===== src/rtl/fifo_rr_scheduler.sv =====
// fifo_rr_scheduler: grants NUM_CH input FIFOs round-robin and drains up to
// BURST words per grant into one registered valid/ready output stream.
module fifo_rr_scheduler #(
    parameter int NUM_CH = 4,
    parameter int WIDTH  = 32,
    parameter int BURST  = 4,
    localparam int GW    = (NUM_CH > 1) ? $clog2(NUM_CH) : 1,
    localparam int CW    = $clog2(BURST) + 1
) (
    input  logic                    clk,
    input  logic                    rst,
    input  logic [NUM_CH-1:0]       ch_empty,
    output logic [NUM_CH-1:0]       ch_rd_en,
    input  logic [NUM_CH*WIDTH-1:0] ch_r_data,
    output logic                    out_valid,
    input  logic                    out_ready,
    output logic signed [WIDTH-1:0] out_data,
    output logic [GW-1:0]           out_ch,
    output logic                    out_last,
    output logic                    short_done,
    output logic [CW-1:0]           short_cnt,
    output logic                    busy
);

    typedef enum logic {IDLE, READ} state_t;

    localparam logic [CW-1:0] BURST_C = CW'(BURST);
    localparam logic [CW-1:0] LAST_C  = CW'(BURST - 1);
    localparam logic [GW-1:0] LAST_CH = GW'(NUM_CH - 1);

    state_t                        state;
    logic [GW-1:0]                 g;
    logic [GW-1:0]                 rr_ptr;
    logic [GW-1:0]                 g_inc;
    logic [GW-1:0]                 hit_ch;
    logic [GW-1:0]                 idx;
    logic                          hit;
    logic [CW-1:0]                 cnt;
    logic                          accept;
    logic                          rd_fire;
    logic [NUM_CH-1:0][WIDTH-1:0]  ch_words;

    assign ch_words = ch_r_data;
    assign accept   = !out_valid || out_ready;
    // Reads are gated by rst so no FIFO pops during a reset cycle.
    assign rd_fire  = !rst && (state == READ) && accept && !ch_empty[g] && (cnt < BURST_C);
    assign busy     = (state == READ);
    assign g_inc    = (g == LAST_CH) ? '0 : g + 1'b1;

    // Scan from the farthest offset down so the closest non-empty channel to rr_ptr wins.
    always_comb begin
        hit    = 1'b0;
        hit_ch = '0;
        idx    = '0;
        for (int i = NUM_CH - 1; i >= 0; i--) begin
            idx = GW'((int'(rr_ptr) + i) % NUM_CH);
            if (!ch_empty[idx]) begin
                hit    = 1'b1;
                hit_ch = idx;
            end
        end
    end

    always_comb begin
        ch_rd_en = '0;
        if (rd_fire) ch_rd_en[g] = 1'b1;
    end

    always_ff @(posedge clk) begin
        if (rst) begin
            state      <= IDLE;
            rr_ptr     <= '0;
            g          <= '0;
            cnt        <= '0;
            out_valid  <= 1'b0;
            out_last   <= 1'b0;
            out_data   <= '0;
            out_ch     <= '0;
            short_done <= 1'b0;
            short_cnt  <= '0;
        end else begin
            short_done <= 1'b0;

            if (rd_fire) begin
                out_data  <= $signed(ch_words[g]);
                out_ch    <= g;
                out_valid <= 1'b1;
                out_last  <= (cnt == LAST_C);
                cnt       <= cnt + 1'b1;
            end else if (out_valid && out_ready) begin
                out_valid <= 1'b0;
                out_last  <= 1'b0;
            end

            case (state)
                IDLE: begin
                    if (hit) begin
                        g     <= hit_ch;
                        cnt   <= '0;
                        state <= READ;
                    end
                end
                READ: begin
                    if (rd_fire && (cnt == LAST_C)) begin
                        state  <= IDLE;
                        rr_ptr <= g_inc;
                    end else if (accept && ch_empty[g]) begin
                        // A channel that drained before its first word just releases the grant.
                        state  <= IDLE;
                        rr_ptr <= g_inc;
                        if (cnt != '0) begin
                            short_done <= 1'b1;
                            short_cnt  <= cnt;
                        end
                    end
                end
                default: state <= IDLE;
            endcase
        end
    end

endmodule


===== config.mk =====
export PLATFORM = sky130hd
export DESIGN_NAME = fifo_rr_scheduler
export DESIGN_NICKNAME = d
export VERILOG_FILES = /design/src/rtl/fifo_rr_scheduler.sv
export SDC_FILE = /design/constraint.sdc
export NUM_CORES = 1
export LEC_CHECK = 0
export CORE_UTILIZATION = 41
export DETAILED_ROUTE_END_ITERATION = 6
export PLACE_DENSITY = 0.92
export SYNTH_ARGS = -nofsm -noshare
export SYNTH_HDL_FRONTEND = slang
export SYNTH_SLANG_ARGS = --single-unit
export TNS_END_PERCENT = 50

===== constraint.sdc =====
create_clock -name clk -period 5 [get_ports clk]
set_clock_uncertainty 0.15 [all_clocks]
set_input_delay 1.5 -clock clk [delete_from_list [all_inputs] [get_ports clk]]
set_output_delay 1.5 -clock clk [all_outputs]
set_load 0.005 [all_outputs]

# Yosys cells after proc, flatten, opt, wreduce, memory -nomap -nowiden
# Index checks and enable logic that the tools add are counted.
# Widths: inputs -> output; s select.
dict set report word_totals {
  ff_bits 48
  latchBits 0
  ramBits 0
  romBits 0
  input_bits 135
  output_inout_bits 45
  memories 0
}
dict set report op_classes {
  n_addsub 5
  mul 0
  div_mod_pow 0
  n_lt_le_gt_ge 7
  eq_ne 2
  shift 0
  mux 37
  n_bitwise 3
  reduce_logical 19
}
# cell n
set ops {}
lappend ops {{$bmux 32 s2} 1}
lappend ops {{$mux 32} 1}
lappend ops {{$mux 1} 17}
lappend ops {{$lt 2x3->1 const B} 5}
lappend ops {{$mux 2} 7}
lappend ops {{$bmux 1 s2} 5}
lappend ops {{$mux 3} 3}
lappend ops {{$logic_and 1x1->1} 8}
lappend ops {{$add 2x1->2 const B} 2}
lappend ops {{$add 2x2->2 const B} 2}
lappend ops {{$mux 4} 1}
lappend ops {{$reduce_and 2->1} 2}
lappend ops {{$reduce_and 4->1} 1}
lappend ops {{$reduce_bool 2->1} 2}
lappend ops {{$reduce_or 4->1} 1}
lappend ops {{$add 3x1->3 const B} 1}
lappend ops {{$eq 3x2->1 const B} 1}
lappend ops {{$logic_not 1->1} 3}
lappend ops {{$lt 3x3->1 const B} 1}
lappend ops {{$not 1->1} 3}
lappend ops {{$reduce_bool 3->1} 1}
lappend ops {{$demux 1 s2} 1}
lappend ops {{$eq 2x2->1 const B} 1}
lappend ops {{$ge 2x1->1 const B} 1}
lappend ops {{2 further kinds} 2}

# Logic depth before layout (Yosys ltp)
dict set report depth {
  ltp_word 9
  ltp_mapped 7
  depth_no_buf 6
}

# Least setup slack after synthesis
# Ideal clock, no wire load.
dict set report synth_path {
  path_type {input to output}
  start {input ch_empty[3]}
  end {output ch_rd_en[0]}
  arrival_ns 2.640
  setup_slack_ns 0.710
  stages 5
  path_buffers 2
  path_cell_list {mux4_2 and4b_1 buf_6 buf_12 and2_1}
}
dict set report synth_via {
  elab_chain_len 6
}
# item line
set synth_rtl {}
lappend synth_rtl {{start: declaration} 12} ;# input logic [NUM_CH-1:0] ch_empty,
lappend synth_rtl {{$bmux 1 s2} 46} ;# assign rd_fire = !rst && (state == READ) && accept && !ch_empty[g] && (cnt < BURST_C);
lappend synth_rtl {{$mux 1 (implied by the code)} 46}
lappend synth_rtl {{$logic_not 1->1} 46}
lappend synth_rtl {{$logic_and 1x1->1 (2 in a row)} 46}
lappend synth_rtl {{$mux 4} 66} ;# if (rd_fire) ch_rd_en[g] = 1'b1;
lappend synth_rtl {{end: declaration} 13} ;# output logic [NUM_CH-1:0] ch_rd_en,
# No other way between the ends. The select of a mux whose other input is x is not followed.

# Worst setup path in the final report
# Same ends and word-level chain as after synthesis.

==> metrics.txt <==
ANT cells=0; sequential share of the synthesized area=0.3250; H-tree depth=2; Vias=2799; post-synth net total=414; pin count of the biggest net entering global routing=49; crit share post-route=0.9704; CP required=3350 ps; hold_ws=320.4 ps; Global Route Usage Sum=0.2326; Unique masters post-synth=35; TritonCTS Buffers=5; port bufs=179; initial DRC count=50; Post-synth EDFFs=0; Design Area, Final=4925 µm²; Yosys top cell by area=dfxtp_1; vias per cell=5.145; layout cells sized above 1=0.2857; status=finished, final reports clean; Worst EP arrival=3200 ps; # setup viols final=0; initial antenna violation count=0; synth top area cells=dfxtp_1, mux4_2, a21oi_2; total clock sinks=48; row count=30; placer congestion estimate=0.8252; cells after synthesis=272; Reg2Reg Depth=6; post-layout util=0.7169; final count of hold timing violations=0; Worst Hold Depth=2; Pwr per Cell Area=222.2 nW/µm²; Critical Path Fanout Max=5; hold_buf cts=0; Detail Route Antenna Nets=0; RSZ-0062 raised after global routing=false; FMAX=0.2061 GHz; YS warnings=0; first-pass GRT wire length=13520 µm; Leak=0.001702 µW; CP Capture Type=output port; Mean Syn Cell Area=10.87 µm²; First-pass DRT Iterations=4; Yosys reg bits=48; drt total wl=8665 µm; Clock Pin Slew Worst Setup and Hold Paths=90 ps; CTS tree=built; die area=7555 µm²; top_reg_cell synth=dfxtp_1; filler cell count in the final layout=519; Max Cap Violations=0; vias in the first global route=2937; Slew Limit Headroom=0.5268; chip width=86.92 µm; drc violations=0; synthesized area=2957 µm²; Worst-Margin Slew=709.8 ps; final worst path period need=4852 ps; Startpoint Class=input pin; Peak VDD IR=0.0001677 V; Die Y=86.92 µm; Worst Path Class, Setup=input pin to output port; Placed Instance Area=4768 µm²; DR WL/cell=15.93 µm; Worst-Skew Late Latency=300 ps; P&R area growth vs syn=66.57%; Bufs on Longest Clock Path=2; Placeable Area=6869 µm²; Root Driver=clkbuf_8; HPWL Detailed=6683 µm; Slew Limit Fails=0; Initial Utilization=0.4304; asr flop ratio synth=0; gr ovfl total=0; IO Count=180; Layout Nets=589; Synth top area share=0.3250; Tightest Hold Check Type=flop to flop
sequential cells by signal, indices dropped and copies added, names as in the netlist:
register / cells
busy: 1
cnt: 3
g: 2
out_ch: 2
out_data: 32
out_last: 1
out_valid: 1
rr_ptr: 2
short_cnt: 3
short_done: 1
critical path: stages:
cell and delay [ps]:
clkdlybuf4s50_1 430, mux4_2 500, and4b_2 380, and2_1 160, dlygate4sd2_1 240
layer usage:
| metal | GRT usage | share of wire | up-vias |
|---|---|---|---|
| li1 | - | - | 1319 |
| met1 | 0.2461 | 0.36 | 1327 |
| met2 | 0.4395 | 0.54 | 127 |
| met3 | 0.04834 | 0.066 | 26 |
| met4 | 0.1061 | 0.030 | 0 |
| met5 | 0 | 0 | - |
cell usage after synthesis (2+ instances only):
library cell / number
o21ai_1: 2
mux2i_1: 4
buf_6: 2
and2_1: 4
buf_2: 3
ha_1: 7
o21ai_0: 2
nand2b_1: 2
clkbuf_1: 9
nand2_2: 35
inv_1: 7
nand3_1: 3
buf_4: 2
nor2_1: 9
a21oi_1: 4
dfxtp_1: 48
buf_12: 4
nand2_1: 39
o2111ai_1: 2
nor3b_1: 2
mux4_2: 33
buf_1: 2
a21oi_2: 35
cell type report:
cell class | count | area, µm² | area share
repair buffers | 190 | 1859 | 0.3775
clock inverters | 3 | 90.09 | 0.01829
inverters | 7 | 26.28 | 0.005335
clock buffers | 5 | 68.82 | 0.01397
flip-flops and latches | 48 | 963.4 | 0.1956
well taps | 96 | 120.1 | 0.02439
multi-input cells | 195 | 1797 | 0.3648
cell usage in the layout, fill, tap and decap left out, types with 5 or more instances in the layout:
cell	n
a21oi_2	35
buf_4	11
clkbuf_8	5
clkdlybuf4s50_1	173
dfxtp_1	46
ha_1	7
inv_1	7
mux4_2	33
nand2_1	39
nand2_2	35
nor2_1	9
cells by family after synthesis:
kind of cell | after synthesis | synth area share
multiplexers | 38 | 0.2687
adder cells (fa/ha/maj) | 7 | 0.02962
flip-flops | 48 | 0.3250
AO/OA/AOI/OAI | 50 | 0.1367
AND/OR/NAND/NOR | 100 | 0.1722
buffers and inverters | 29 | 0.06771
path summary, 6_finish.rpt:
kind | from | endpoint | slack [ps]
max reg2reg | g[1] | out_ch[0] | 2900
min reg2reg | out_data[22] | out_data[22] | 320
min | out_data[22] | out_data[22] | 320
max | ch_empty[3] | ch_rd_en[0] | 150
timing repair:
action	CTS	global route
buffers inserted	1	0
gates resized for setup	5	2
gates cloned	0	0
endpoints found under the setup margin	4	1
report_power, final:
part | internal, µW | switching (µW) | leakage (µW)
clock network | 250 | 132 | 0.0000784
registers | 399 | 12.0 | 0.000390
logic | 192 | 109 | 0.00123
total | 841 | 253 | 0.00170
through the flow:
stage / TNS (ps) / cells / power [µW] / setup WS (ps)
final: 0 / 544 / 1094 / 147.8
after global routing: 0 / 544 / 1144 / 97.28
after CTS: 0 / 544 / 1103 / 36.75
after detailed placement: -780.5 / 535 / 722.2 / -224.1
after global placement: -666.6 / 535 / 712.6 / -201.0
after floorplan: 0 / 272 / 568.7 / 709.7
Power figures use the tool's default switching activity.
